--- src/rtl/hazard_pkg.sv ---
// hazard_pkg: shared encodings, latency defaults and clog2 for the hazard unit
package hazard_pkg;
  localparam int TUSE_NONE = -1;
  localparam int TNEW_READY = 0;
  localparam int MULT_LAT_DEF = 5;
  localparam int DIV_LAT_DEF = 10;
  localparam int FWD_RF = 0;
  function automatic int clog2(input int v);
    int r;
    r = 0;
    while ((1 << r) < v) r++;
    return r;
  endfunction
endpackage

--- src/rtl/hazard_match.sv ---
// hazard_match: nearest-producer search for one D-stage source operand
module hazard_match import hazard_pkg::*; #(
  parameter int NSTG = 3,
  parameter int TW = 2,
  parameter int SW = clog2(NSTG + 1)
) (
  input  logic [4:0]         src,
  input  logic [TW-1:0]      tuse,
  input  logic [5*NSTG-1:0]  a3,
  input  logic [NSTG-1:0]    we,
  input  logic [TW*NSTG-1:0] tnew,
  output logic               stall,
  output logic [SW-1:0]      sel
);
  logic [NSTG-1:0] hit;
  for (genvar k = 0; k < NSTG; k++) begin : g_hit
    assign hit[k] = we[k] && (a3[5*k +: 5] == src);
  end
  // Scan oldest to newest so the nearest match is the one left standing.
  always_comb begin
    stall = 1'b0;
    sel = SW'(FWD_RF);
    if (src != 5'd0 && tuse != TW'(TUSE_NONE))
      for (int i = NSTG - 1; i >= 0; i--)
        if (hit[i]) begin
          stall = tuse < tnew[i*TW +: TW];
          sel = (tnew[i*TW +: TW] == TW'(TNEW_READY)) ? SW'(i + 1) : SW'(FWD_RF);
        end
  end
endmodule

--- src/rtl/hazard_unit.sv ---
// hazard_unit: Tuse/Tnew stall, forward and MDU-busy control for the D stage.
// Define HAZARD_PERF_EN to add stall_cnt/fwd_cnt performance counters.
module hazard_unit import hazard_pkg::*; #(
  parameter int NSTG = 3,
  parameter int TW = 2,
  parameter int MULT_LAT = MULT_LAT_DEF,
  parameter int DIV_LAT = DIV_LAT_DEF
) (
  input  logic                        clk,
  input  logic                        rst_n,
  input  logic [4:0]                  rs_D,
  input  logic [4:0]                  rt_D,
  input  logic [TW-1:0]               tuse_rs_D,
  input  logic [TW-1:0]               tuse_rt_D,
  input  logic                        md_use_D,
  input  logic [5*NSTG-1:0]           a3_S,
  input  logic [NSTG-1:0]             we_S,
  input  logic [TW*NSTG-1:0]          tnew_S,
  input  logic                        md_start_E,
  input  logic                        md_div_E,
  output logic                        stall,
  output logic                        flush_E,
  output logic                        md_busy,
  output logic [clog2(NSTG+1)-1:0]    fwd_rs,
  output logic [clog2(NSTG+1)-1:0]    fwd_rt
`ifdef HAZARD_PERF_EN
  ,
  output logic [31:0]                 stall_cnt,
  output logic [31:0]                 fwd_cnt
`endif
);
  localparam int SW = clog2(NSTG + 1);
  localparam int CW = clog2((MULT_LAT > DIV_LAT ? MULT_LAT : DIV_LAT) + 1);
  logic rs_stall, rt_stall;
  logic [CW-1:0] md_cnt;
  hazard_match #(.NSTG(NSTG), .TW(TW), .SW(SW)) u_rs (
    .src(rs_D), .tuse(tuse_rs_D), .a3(a3_S), .we(we_S), .tnew(tnew_S),
    .stall(rs_stall), .sel(fwd_rs)
  );
  hazard_match #(.NSTG(NSTG), .TW(TW), .SW(SW)) u_rt (
    .src(rt_D), .tuse(tuse_rt_D), .a3(a3_S), .we(we_S), .tnew(tnew_S),
    .stall(rt_stall), .sel(fwd_rt)
  );
  // A new issue always reloads; a legal program is held off by the MDU stall.
  always_ff @(posedge clk or negedge rst_n)
    if (!rst_n) md_cnt <= '0;
    else md_cnt <= md_start_E ? (md_div_E ? CW'(DIV_LAT) : CW'(MULT_LAT))
                              : md_cnt - CW'(md_cnt != '0);
  assign md_busy = md_start_E || (md_cnt != '0);
  assign stall = rs_stall || rt_stall || (md_use_D && md_busy);
  assign flush_E = stall;
`ifdef HAZARD_PERF_EN
  always_ff @(posedge clk or negedge rst_n)
    if (!rst_n) begin
      stall_cnt <= '0;
      fwd_cnt <= '0;
    end else begin
      stall_cnt <= stall_cnt + 32'(stall);
      fwd_cnt <= fwd_cnt + 32'((fwd_rs != '0 || fwd_rt != '0) && !stall);
    end
`endif
endmodule
--- config.mk ---
export PLATFORM = sky130hd
export DESIGN_NAME = hazard_unit
export DESIGN_NICKNAME = d
export VERILOG_FILES = /design/src/rtl/hazard_pkg.sv /design/src/rtl/hazard_match.sv /design/src/rtl/hazard_unit.sv
export SDC_FILE = /design/constraint.sdc
export NUM_CORES = 1
export LEC_CHECK = 0
export ABC_AREA = 1
export CORE_MARGIN = 1
export CORE_UTILIZATION = 45
export CTS_BUF_LIST = sky130_fd_sc_hd__clkbuf_16
export DETAILED_ROUTE_END_ITERATION = 10
export PLACE_DENSITY = 0.89
export SETUP_SLACK_MARGIN = 0.5
export SLEW_MARGIN = 20
export SYNTH_ARGS = -nofsm -noshare
export SYNTH_HDL_FRONTEND = slang
export SYNTH_HIERARCHICAL = 1
export SYNTH_SLANG_ARGS = --single-unit
--- constraint.sdc ---
create_clock -name clk -period 4.2 [get_ports clk]
set_input_delay 0.84 -clock clk [delete_from_list [all_inputs] [get_ports clk]]
set_output_delay 0.84 -clock clk [all_outputs]
set_load 0.02 [all_outputs]
==> results of run 1 <==
## cells by family after synthesis
| family | count (synthesis) | synth area share [%] |
|---|---|---|
| xor gates and xnor gates | 7 | 5.25 |
| and+or+nand+nor | 133 | 49.5 |
| buffers and inverters | 45 | 14.8 |
| DFF | 4 | 8.57 |
| adders and majority gates | 8 | 8.57 |
| AOI/OAI and AO/OA | 27 | 13.3 |
## power groups by stage
stage               combinational, uW  sequential [uW]  clock (uW)
global placement                  166             53.3           0
finish                            171             53.1         148
detailed placement                170             53.6           0
CTS                               172             53.2         148
global route                      193             54.5         154
floorplan                        93.7             52.7           0
## cell usage after synthesis
cell       number
inv_2          10
a21o_1          2
nand3_2         4
nor2_2         12
a21oi_1         6
inv_1          34
xor2_1          2
nand4_1         1
dfrtp_1         4
a21oi_2         2
nand2_1        82
o21ai_0         9
o21ai_1         6
or2_1           1
ha_1            8
buf_4           1
xnor2_1         5
nor2_1         23
o2111ai_1       2
nand3_1         9
nor2_4          1
## timing repair
action / CTS / global route
setup endpoints to repair: 2 / 3
endpoints found under the hold margin: 0 / 0
resized for setup: 2 / 3
## worst paths after layout
check / from / to / slack, ns
max reg2reg: md_cnt[2] / md_cnt[1] / 2.74
min: md_cnt[3] / md_cnt[3] / 0.58
max: rt_D[1] / fwd_rt[0] / 0.63
max in group asynchronous: rst_n / md_cnt[3] / 3.21
min in group asynchronous: rst_n / md_cnt[2] / 0.82
min reg2reg: md_cnt[3] / md_cnt[3] / 0.58
## layer usage
metal,global-route usage (%),up-vias,wire [um]
met2,48.5,47,1650
met4,7.46,0,46
met3,3.74,5,188
met5,0,-,0
met1,29.5,649,1330
li1,-,790,-
## critical path: stages
cell             delay [ns]
clkdlybuf4s50_1        0.55
inv_2                  0.08
nand2_1                0.06
nand2_1                0.05
nor2_1                 0.07
nand2_1                0.06
nor2_2                 0.13
nand3_1                0.09
a21oi_1                0.16
clkdlybuf4s50_1        0.63
## placed cells by master, fill, tap and decap left out, types with 3 or more instances in the layout
cell type / synthesis / routed
dlymetal6s2s_1: 0 / 3
a21oi_1: 6 / 6
nand2_1: 82 / 82
inv_2: 10 / 10
o21ai_1: 6 / 6
nor2_1: 23 / 23
nor2_2: 12 / 12
nand3_1: 9 / 9
ha_1: 8 / 8
dfrtp_1: 4 / 4
o21ai_0: 9 / 9
nand3_2: 4 / 4
inv_1: 34 / 34
clkdlybuf4s50_1: 0 / 44
clkbuf_16: 0 / 3
xnor2_1: 5 / 5
## area by class of cell
type / count / area (um2) / area share (%)
tap: 30 / 37.5 / 2.12
multi-input combinational: 175 / 895 / 50.6
clock buffer: 3 / 75.1 / 4.25
timing repair buffer: 49 / 495 / 28.0
sequential: 4 / 100 / 5.66
inverter: 44 / 165 / 9.34
## through the flow
| stage | instances | util [%] | power (uW) | area [um2] |
|---|---|---|---|---|
| after CTS | 305 | 71.7 | 373 | 1760 |
| after global routing | 305 | 72.0 | 402 | 1770 |
| final | 305 | 72.0 | 372 | 1770 |
| after floorplan | 224 | - | 146 | 1170 |
| after detailed placement | 302 | 68.8 | 224 | 1690 |
| after global placement | 302 | 68.8 | 220 | 1690 |
==> impl_metrics.toml, run 1 <==
[die]
die_w_um = 52.9
core_mm2 = 0.00245
rows = 18
io_pins = 50
die_y_um = 52.9
die_area_mm2 = 0.00280
start_util_pct = 47.6

[synth]
ys_top_cells_by_area = "nand2_1, inv_1, dfrtp_1"
ys_seq_area_share_pct = 8.57
syn_nets = 275
syn_avg_cell_area_um2 = 5.21
synth_top_area_cell = "nand2_1"
yosys_warnings = 6
synth_seq_cells = 4
syn_area_mm2 = 0.00117
yosysTopAreaCellShare_pct = 26.4
synthCells = 224
ys_types = 21

[critical_path]
ff2ff_path_depth = 5
critPathRequiredTime_ns = 3.36
crit_type = "primary input to output pin"
cp.arrival_ns = 2.73
cp_max_fo = 4
cp-start-kind = "primary input"
endpoint_kind = "output pin"

[global_route]
antenna_found_initial = 0
grt_max_degree = 6
grt_pass1_wl_um = 5420
grt_usage_pct = 25.8
grt_pass1_vias = 1345
grt-ovfl-total = 0

[cells_and_area]
regMostFlops = "md_cnt"
insertedDiodeCount = 0
top_regs = "md_cnt (4)"
syn_to_final_growth_pct = 51.4
largest_register_ffs = 4
n_fill_cell = 233
drive_above_1_share_pct = 11.6
nNetsFinal = 328

[clocking]
clk_pin_slew_ns = 0.03
htree_levels = 1
post_cts_buffers = 0
cts_tree = "yes"
cts_max_path_buffers = 2
clock_latency_ns = 0.23
cts-root-buf = "clkbuf_16"
cts.sinks = 4
ctsHoldBuffers = 0
cts_inserted_buffers = 3

[timing]
clock.fmax_mhz = 280
fin_skew_ns = 0.00151
slew_viol_final = 0
worst_pin_slew_ns = 0.227
min_period_ns = 3.57
setup_viol = 0
max_slew_margin_pct = 84.8
hold_ws_ns = 0.584
rsz0062_at_grt = "false"
hold_violations = 0
fin_crit_sh_pct = 85.0
fin_ws_ns = 0.629
setup-tns-final_ns = 0

[placement]
numPortBuffers = 49
preCtsSetupSlack_ns = 0.476
routabilityCongestion = 0.867
place_hpwl_um = 2700

[detailed_routing]
first_pass_iters = 5
drt_iter0_markers = 25
drc = 0
drt-total-wl_um = 3210
avgViaCountPerCell = 4.89
routedWlPerCell_um = 10.5
drtAntennaViolNets = 0
route.vias.total = 1491

[outcome]
status = "completed"

[hold_path]
hold_depth = 3
hp-class = "flip-flop to flip-flop"

[power]
cellInternalPower_uw = 250
switching_share_pct = 32.7
p_switching_uw = 122
p_leak_uw = 0.000995
clkPwrFrac_pct = 39.9
seqPwrFrac_pct = 14.3
combPwrFrac_pct = 45.8
cellPowerDensity_mw_per_mm2 = 210
irDropWorstVdd_uv = 213

[run]
maxCapViolations = 0
(Power assumes the default switching activity.)
==> inputs of run 2 (changes only) <==
--- a/config.mk
+++ b/config.mk
@@ -11,6 +11,7 @@
 export CTS_BUF_LIST = sky130_fd_sc_hd__clkbuf_16
 export DETAILED_ROUTE_END_ITERATION = 10
 export PLACE_DENSITY = 0.89
+export REMOVE_ABC_BUFFERS = 1
 export SETUP_SLACK_MARGIN = 0.5
 export SLEW_MARGIN = 20
 export SYNTH_ARGS = -nofsm -noshare
==> impl_metrics.toml, run 2 (synthesis results as in run 1) <==
[detailed_routing]
route.vias.total = 1506
routedWlPerCell_um = 10.6
drc = 0
drt-total-wl_um = 3220
drtAntennaViolNets = 0
first_pass_iters = 4
avgViaCountPerCell = 4.94
drt_iter0_markers = 31

[critical_path]
ff2ff_path_depth = 6
r2r_slack_ns = 2.80
crit_top_cell = "nand2_1"
critical_path.cell_chain = "clkdlybuf4s50_1, inv_2, nand2_1, nand2_1, nor2_1, nand2_1, nor2_2, nand3_1, a21oi_1, clkdlybuf4s50_1"
reg2reg_from = "md_cnt[2]"
critPathMaxStageDelay_ns = 0.63
crit_type = "primary input to output pin"
cp_slowest_cell = "clkdlybuf4s50_1"
critPathRequiredTime_ns = 3.36
cp-start-kind = "primary input"
cp-startpoint = "rt_D[1]"
endpoint_kind = "output pin"
cp.arrival_ns = 2.72
cp_max_fo = 4
reg2reg_to = "md_cnt[2]"

[timing]
slew_viol_final = 0
min_period_ns = 3.56
worst_pin_slew_ns = 0.244
setup_viol = 0
fin_crit_sh_pct = 84.7
rsz0062_at_grt = "false"
setup-tns-final_ns = 0
clock.fmax_mhz = 281
hold_ws_ns = 0.573
hold_violations = 0
max_slew_margin_pct = 83.7
fin_skew_ns = 0.000815

[die]
die_area_mm2 = 0.00280
die_y_um = 52.9
core_mm2 = 0.00245
die_w_um = 52.9
rows = 18
io_pins = 50
start_util_pct = 47.6

[clocking]
cts_tree = "yes"
cts_max_path_buffers = 2
clock_latency_ns = 0.23
cts.sinks = 4
cts_inserted_buffers = 3
htree_levels = 1
cts-root-buf = "clkbuf_16"
clk_pin_slew_ns = 0.03

[power]
combPwrFrac_pct = 45.6
switching_share_pct = 32.7
clkPwrFrac_pct = 40.2
p_leak_uw = 0.000995
irDropWorstVdd_uv = 222
cellInternalPower_uw = 250
cellPowerDensity_mw_per_mm2 = 210
p_switching_uw = 121
seqPwrFrac_pct = 14.2

[cells_and_area]
regMostFlops = "md_cnt"
layout_common_cells = "nand2_1, clkdlybuf4s50_1, inv_1, nor2_1, nor2_2"
largest_register_ffs = 4
n_fill_cell = 229
insertedDiodeCount = 0
drive_above_1_share_pct = 11.6
fin_util_pct = 72.0
layout_commonest_cell = "nand2_1"
top_regs = "md_cnt (4)"
syn_to_final_growth_pct = 51.4
nNetsFinal = 328

[global_route]
grt_max_degree = 6
grt_pass1_wl_um = 5160
grt-ovfl-total = 0
grt_pass1_vias = 1296
antenna_found_initial = 0
grt_usage_pct = 24.6

[placement]
place_hpwl_um = 2740
routabilityCongestion = 0.840
numPortBuffers = 49

[outcome]
status = "completed"

[hold_path]
min_to = "md_cnt[3]"
holdCritStartpoint = "md_cnt[3]"
hp-class = "flip-flop to flip-flop"
hold_depth = 3

[run]
maxCapViolations = 0
run 2: cell counts in the layout (fill, tap and decap cells not counted):
Identical to the previous run, type by type.
run 2: worst max-delay path, delay by kind of cell:
family                 cells  cell delay (ns)
buffers and inverters      3             1.26
AOI/OAI and AO/OA          1             0.16
and+or+nand+nor            6             0.46
run 2: worst max-delay path by stage:
stage,endpoint,slack [ns],depth (start not counted)
6_report,fwd_rt[0],0.64,10
5_1_grt,fwd_rt[0],0.51,10
4_1_cts,fwd_rs[1],0.57,12
3_5_place_dp,flush_E,0.47,12
3_3_place_gp,flush_E,0.51,12
2_1_floorplan,flush_E,1.51,8
run 2: metrics by stage:
| step | instance area (um2) | setup WS, ns | std cells | power (uW) |
|---|---|---|---|---|
| finish | 1770 | 0.642 | 305 | 371 |
| floorplan | 1160 | 1.51 | 223 | 145 |
| global route | 1770 | 0.508 | 305 | 397 |
| detailed placement | 1690 | 0.470 | 302 | 224 |
| CTS | 1760 | 0.570 | 305 | 375 |
| global placement | 1690 | 0.506 | 302 | 220 |
run 2: final cells by class:
type                            count  area [um2]  share of cell area, %
Sequential cell                     4         100                   5.66
Inverter                           44         165                   9.34
Multi-Input combinational cell    175         895                   50.6
Timing Repair Buffer               49         495                   28.0
Tap cell                           30        37.5                   2.12
Clock buffer                        3        75.1                   4.25
run 2: power groups by stage:
stage	registers [uW]	clock network (uW)	logic [uW]
floorplan	52.7	0	92.2
global placement	53.2	0	166
detailed placement	53.3	0	170
CTS	53.0	152	171
global route	53.9	153	190
finish	52.8	149	169
run 2: what timing repair did:
item / CTS / global route
gates resized for setup: 2 / 3
endpoints found under the setup margin: 2 / 3
setup buffers: 0 / 0
hold buffers: 0 / 0
run 2: metal layers:
layer	vias up	global-route usage, %	share of wire, %	wire length, um
met4	0	6.58	0	0
met1	676	28.4	43	1390
met3	0	1.72	3.8	123
met2	42	47.5	53	1700
li1	788	-	-	-
met5	-	0	0	0
==> inputs of run 3 (changes only) <==
--- a/config.mk
+++ b/config.mk
@@ -7,10 +7,10 @@
 export LEC_CHECK = 0
 export ABC_AREA = 1
 export CORE_MARGIN = 1
-export CORE_UTILIZATION = 45
+export CORE_UTILIZATION = 39
 export CTS_BUF_LIST = sky130_fd_sc_hd__clkbuf_16
 export DETAILED_ROUTE_END_ITERATION = 10
-export PLACE_DENSITY = 0.89
+export PLACE_DENSITY = 0.83
 export REMOVE_ABC_BUFFERS = 1
 export SETUP_SLACK_MARGIN = 0.5
 export SLEW_MARGIN = 20
==> constraint.sdc (replaced) <==
create_clock -name clk -period 3 [get_ports clk]
set_input_delay 0.6 -clock clk [delete_from_list [all_inputs] [get_ports clk]]
set_output_delay 0.6 -clock clk [all_outputs]
set_load 0.02 [all_outputs]
==> impl_metrics.toml, run 3 (synthesis results as in run 1) <==
[cells_and_area]
largest_register_ffs = 4
final_cell_area_mm2 = 0.00189
insertedDiodeCount = 0
syn_to_final_growth_pct = 62.0
fin_util_pct = 67.4
regMostFlops = "md_cnt"
drive_above_1_share_pct = 36.3
top_regs = "md_cnt (4)"
final-instance-count-excl-fill = 331
layout_common_cells = "nand2_1, inv_1, clkbuf_2, buf_4, nor2_1"
layout_commonest_cell = "nand2_1"
nNetsFinal = 353
n_fill_cell = 269

[clocking]
ctsHoldBuffers = 0
cts_tree = "yes"
cts_max_path_buffers = 2
cts-root-buf = "clkbuf_16"
htree_levels = 1
cts_inserted_buffers = 3
clock_latency_ns = 0.23
cts.sinks = 4
clk_pin_slew_ns = 0.03

[placement]
dp.cells = 327
preCtsSetupSlack_ns = -0.252
routabilityCongestion = 0.893
place_hpwl_um = 2990
numPortBuffers = 49
dpl_cell_area_mm2 = 0.00187

[global_route]
grt_usage_pct = 22.7
grt_pass1_wl_um = 5620
grt-ovfl-total = 0
grt_max_degree = 6
grt_pass1_vias = 1334
antenna_found_initial = 0

[critical_path]
reg2reg_from = "md_cnt[2]"
cp-start-kind = "primary input"
cp_max_fo = 2
cp-startpoint = "a3_S[12]"
endpoint_kind = "output pin"
cp.arrival_ns = 1.78
critPathRequiredTime_ns = 2.40
crit_type = "primary input to output pin"

[timing]
rsz0062_at_grt = "false"
setup_viol = 0
hold_violations = 0
fin_crit_sh_pct = 79.3
worst_pin_slew_ns = 0.209
fin_skew_ns = 0.00139
clock.fmax_mhz = 421
fin_ws_ns = 0.622
min_period_ns = 2.38
slew_viol_final = 0
max_slew_margin_pct = 86.1

[detailed_routing]
drc = 3
route.vias.total = 1607
drt_iter0_markers = 69
avgViaCountPerCell = 4.85
routedWlPerCell_um = 11.2
drt-total-wl_um = 3720
drtAntennaViolNets = 0
first_pass_iters = 9

[power]
cellPowerDensity_mw_per_mm2 = 289
finalPower_uw = 546
p_leak_uw = 0.00113
irDropWorstVdd_uv = 184

[die]
core_mm2 = 0.00281
rows = 19
io_pins = 50
die_area_mm2 = 0.00322
start_util_pct = 41.6
die_y_um = 56.7
die_w_um = 56.7

[hold_path]
hp-class = "primary input to asynchronous set/reset pin"

[outcome]
status = "complete, but fails checks"
violations = "DRC"

[run]
maxCapViolations = 0
-- run 3: cell count changes in the layout (fill, tap and decap cells not counted), sizes merged --
cell,before,now
buf,0,32
dlygate4sd2,2,6
clkdlybuf4s15,0,1
dlymetal6s2s,3,5
clkbuf,3,29
clkdlybuf4s50,44,4
-- run 3: worst paths after layout --
check                      slack [ns]        end  cells after the start
setup / recovery                 0.62  fwd_rs[1]                     10
hold / removal                   0.58  md_cnt[3]                      1
setup reg to reg                 1.59  md_cnt[2]                      6
hold reg to reg                  0.58  md_cnt[3]                      3
max in group asynchronous        2.25  md_cnt[1]                      1
min in group clk                 0.58  md_cnt[3]                      3
-- run 3: metrics by stage --
step	hold WS [ns]	setup TNS (ns)
2_1_floorplan	0.304	0
4_1_cts	0.583	0
6_report	0.577	0
3_3_place_gp	0.562	-0.819
3_5_place_dp	0.578	-1.03
5_1_grt	0.586	0
-- run 3: timing repair --
action	4_1_cts	5_1_grt
buffers inserted	1	0
cloned	0	0
endpoints found under the setup margin	7	6
pin swaps	14	29
resized for setup	76	76
-- run 3: worst max-delay path: stages --
cell and delay [ns]:
dlygate4sd2_1 0.26, xnor2_1 0.16, nand2_1 0.09, nor2_2 0.15, buf_4 0.14, nand2_1 0.04, nand2_1 0.05, nand2_1 0.06
nor2_2 0.12, buf_6 0.12
-- run 3: report_power, final --
| group | switching [uW] | internal [uW] |
|---|---|---|
| sequential | 8.46 | 65.4 |
| clock | 40.8 | 171 |
| combinational | 141 | 120 |
-- run 3: layout make-up --
cell class              instances  area (um2)  share of cell area, %
clock buffers                   3        75.1                   3.97
inverters                      44         165                   8.74
multi-input cells             175         973                   51.5
flip-flops and latches          4         100                   5.29
well taps                      31        38.8                   2.05
repair buffers                 74         538                   28.5
-- run 3: routing by layer --
| metal | up-vias | global-route usage [%] | routed length (um) |
|---|---|---|---|
| li1 | 839 | - | - |
| met1 | 717 | 28.4 | 1570 |
| met2 | 45 | 39.6 | 1890 |
| met3 | 6 | 1.61 | 171 |
| met4 | 0 | 9.64 | 81 |
| met5 | - | 0 | 0 |
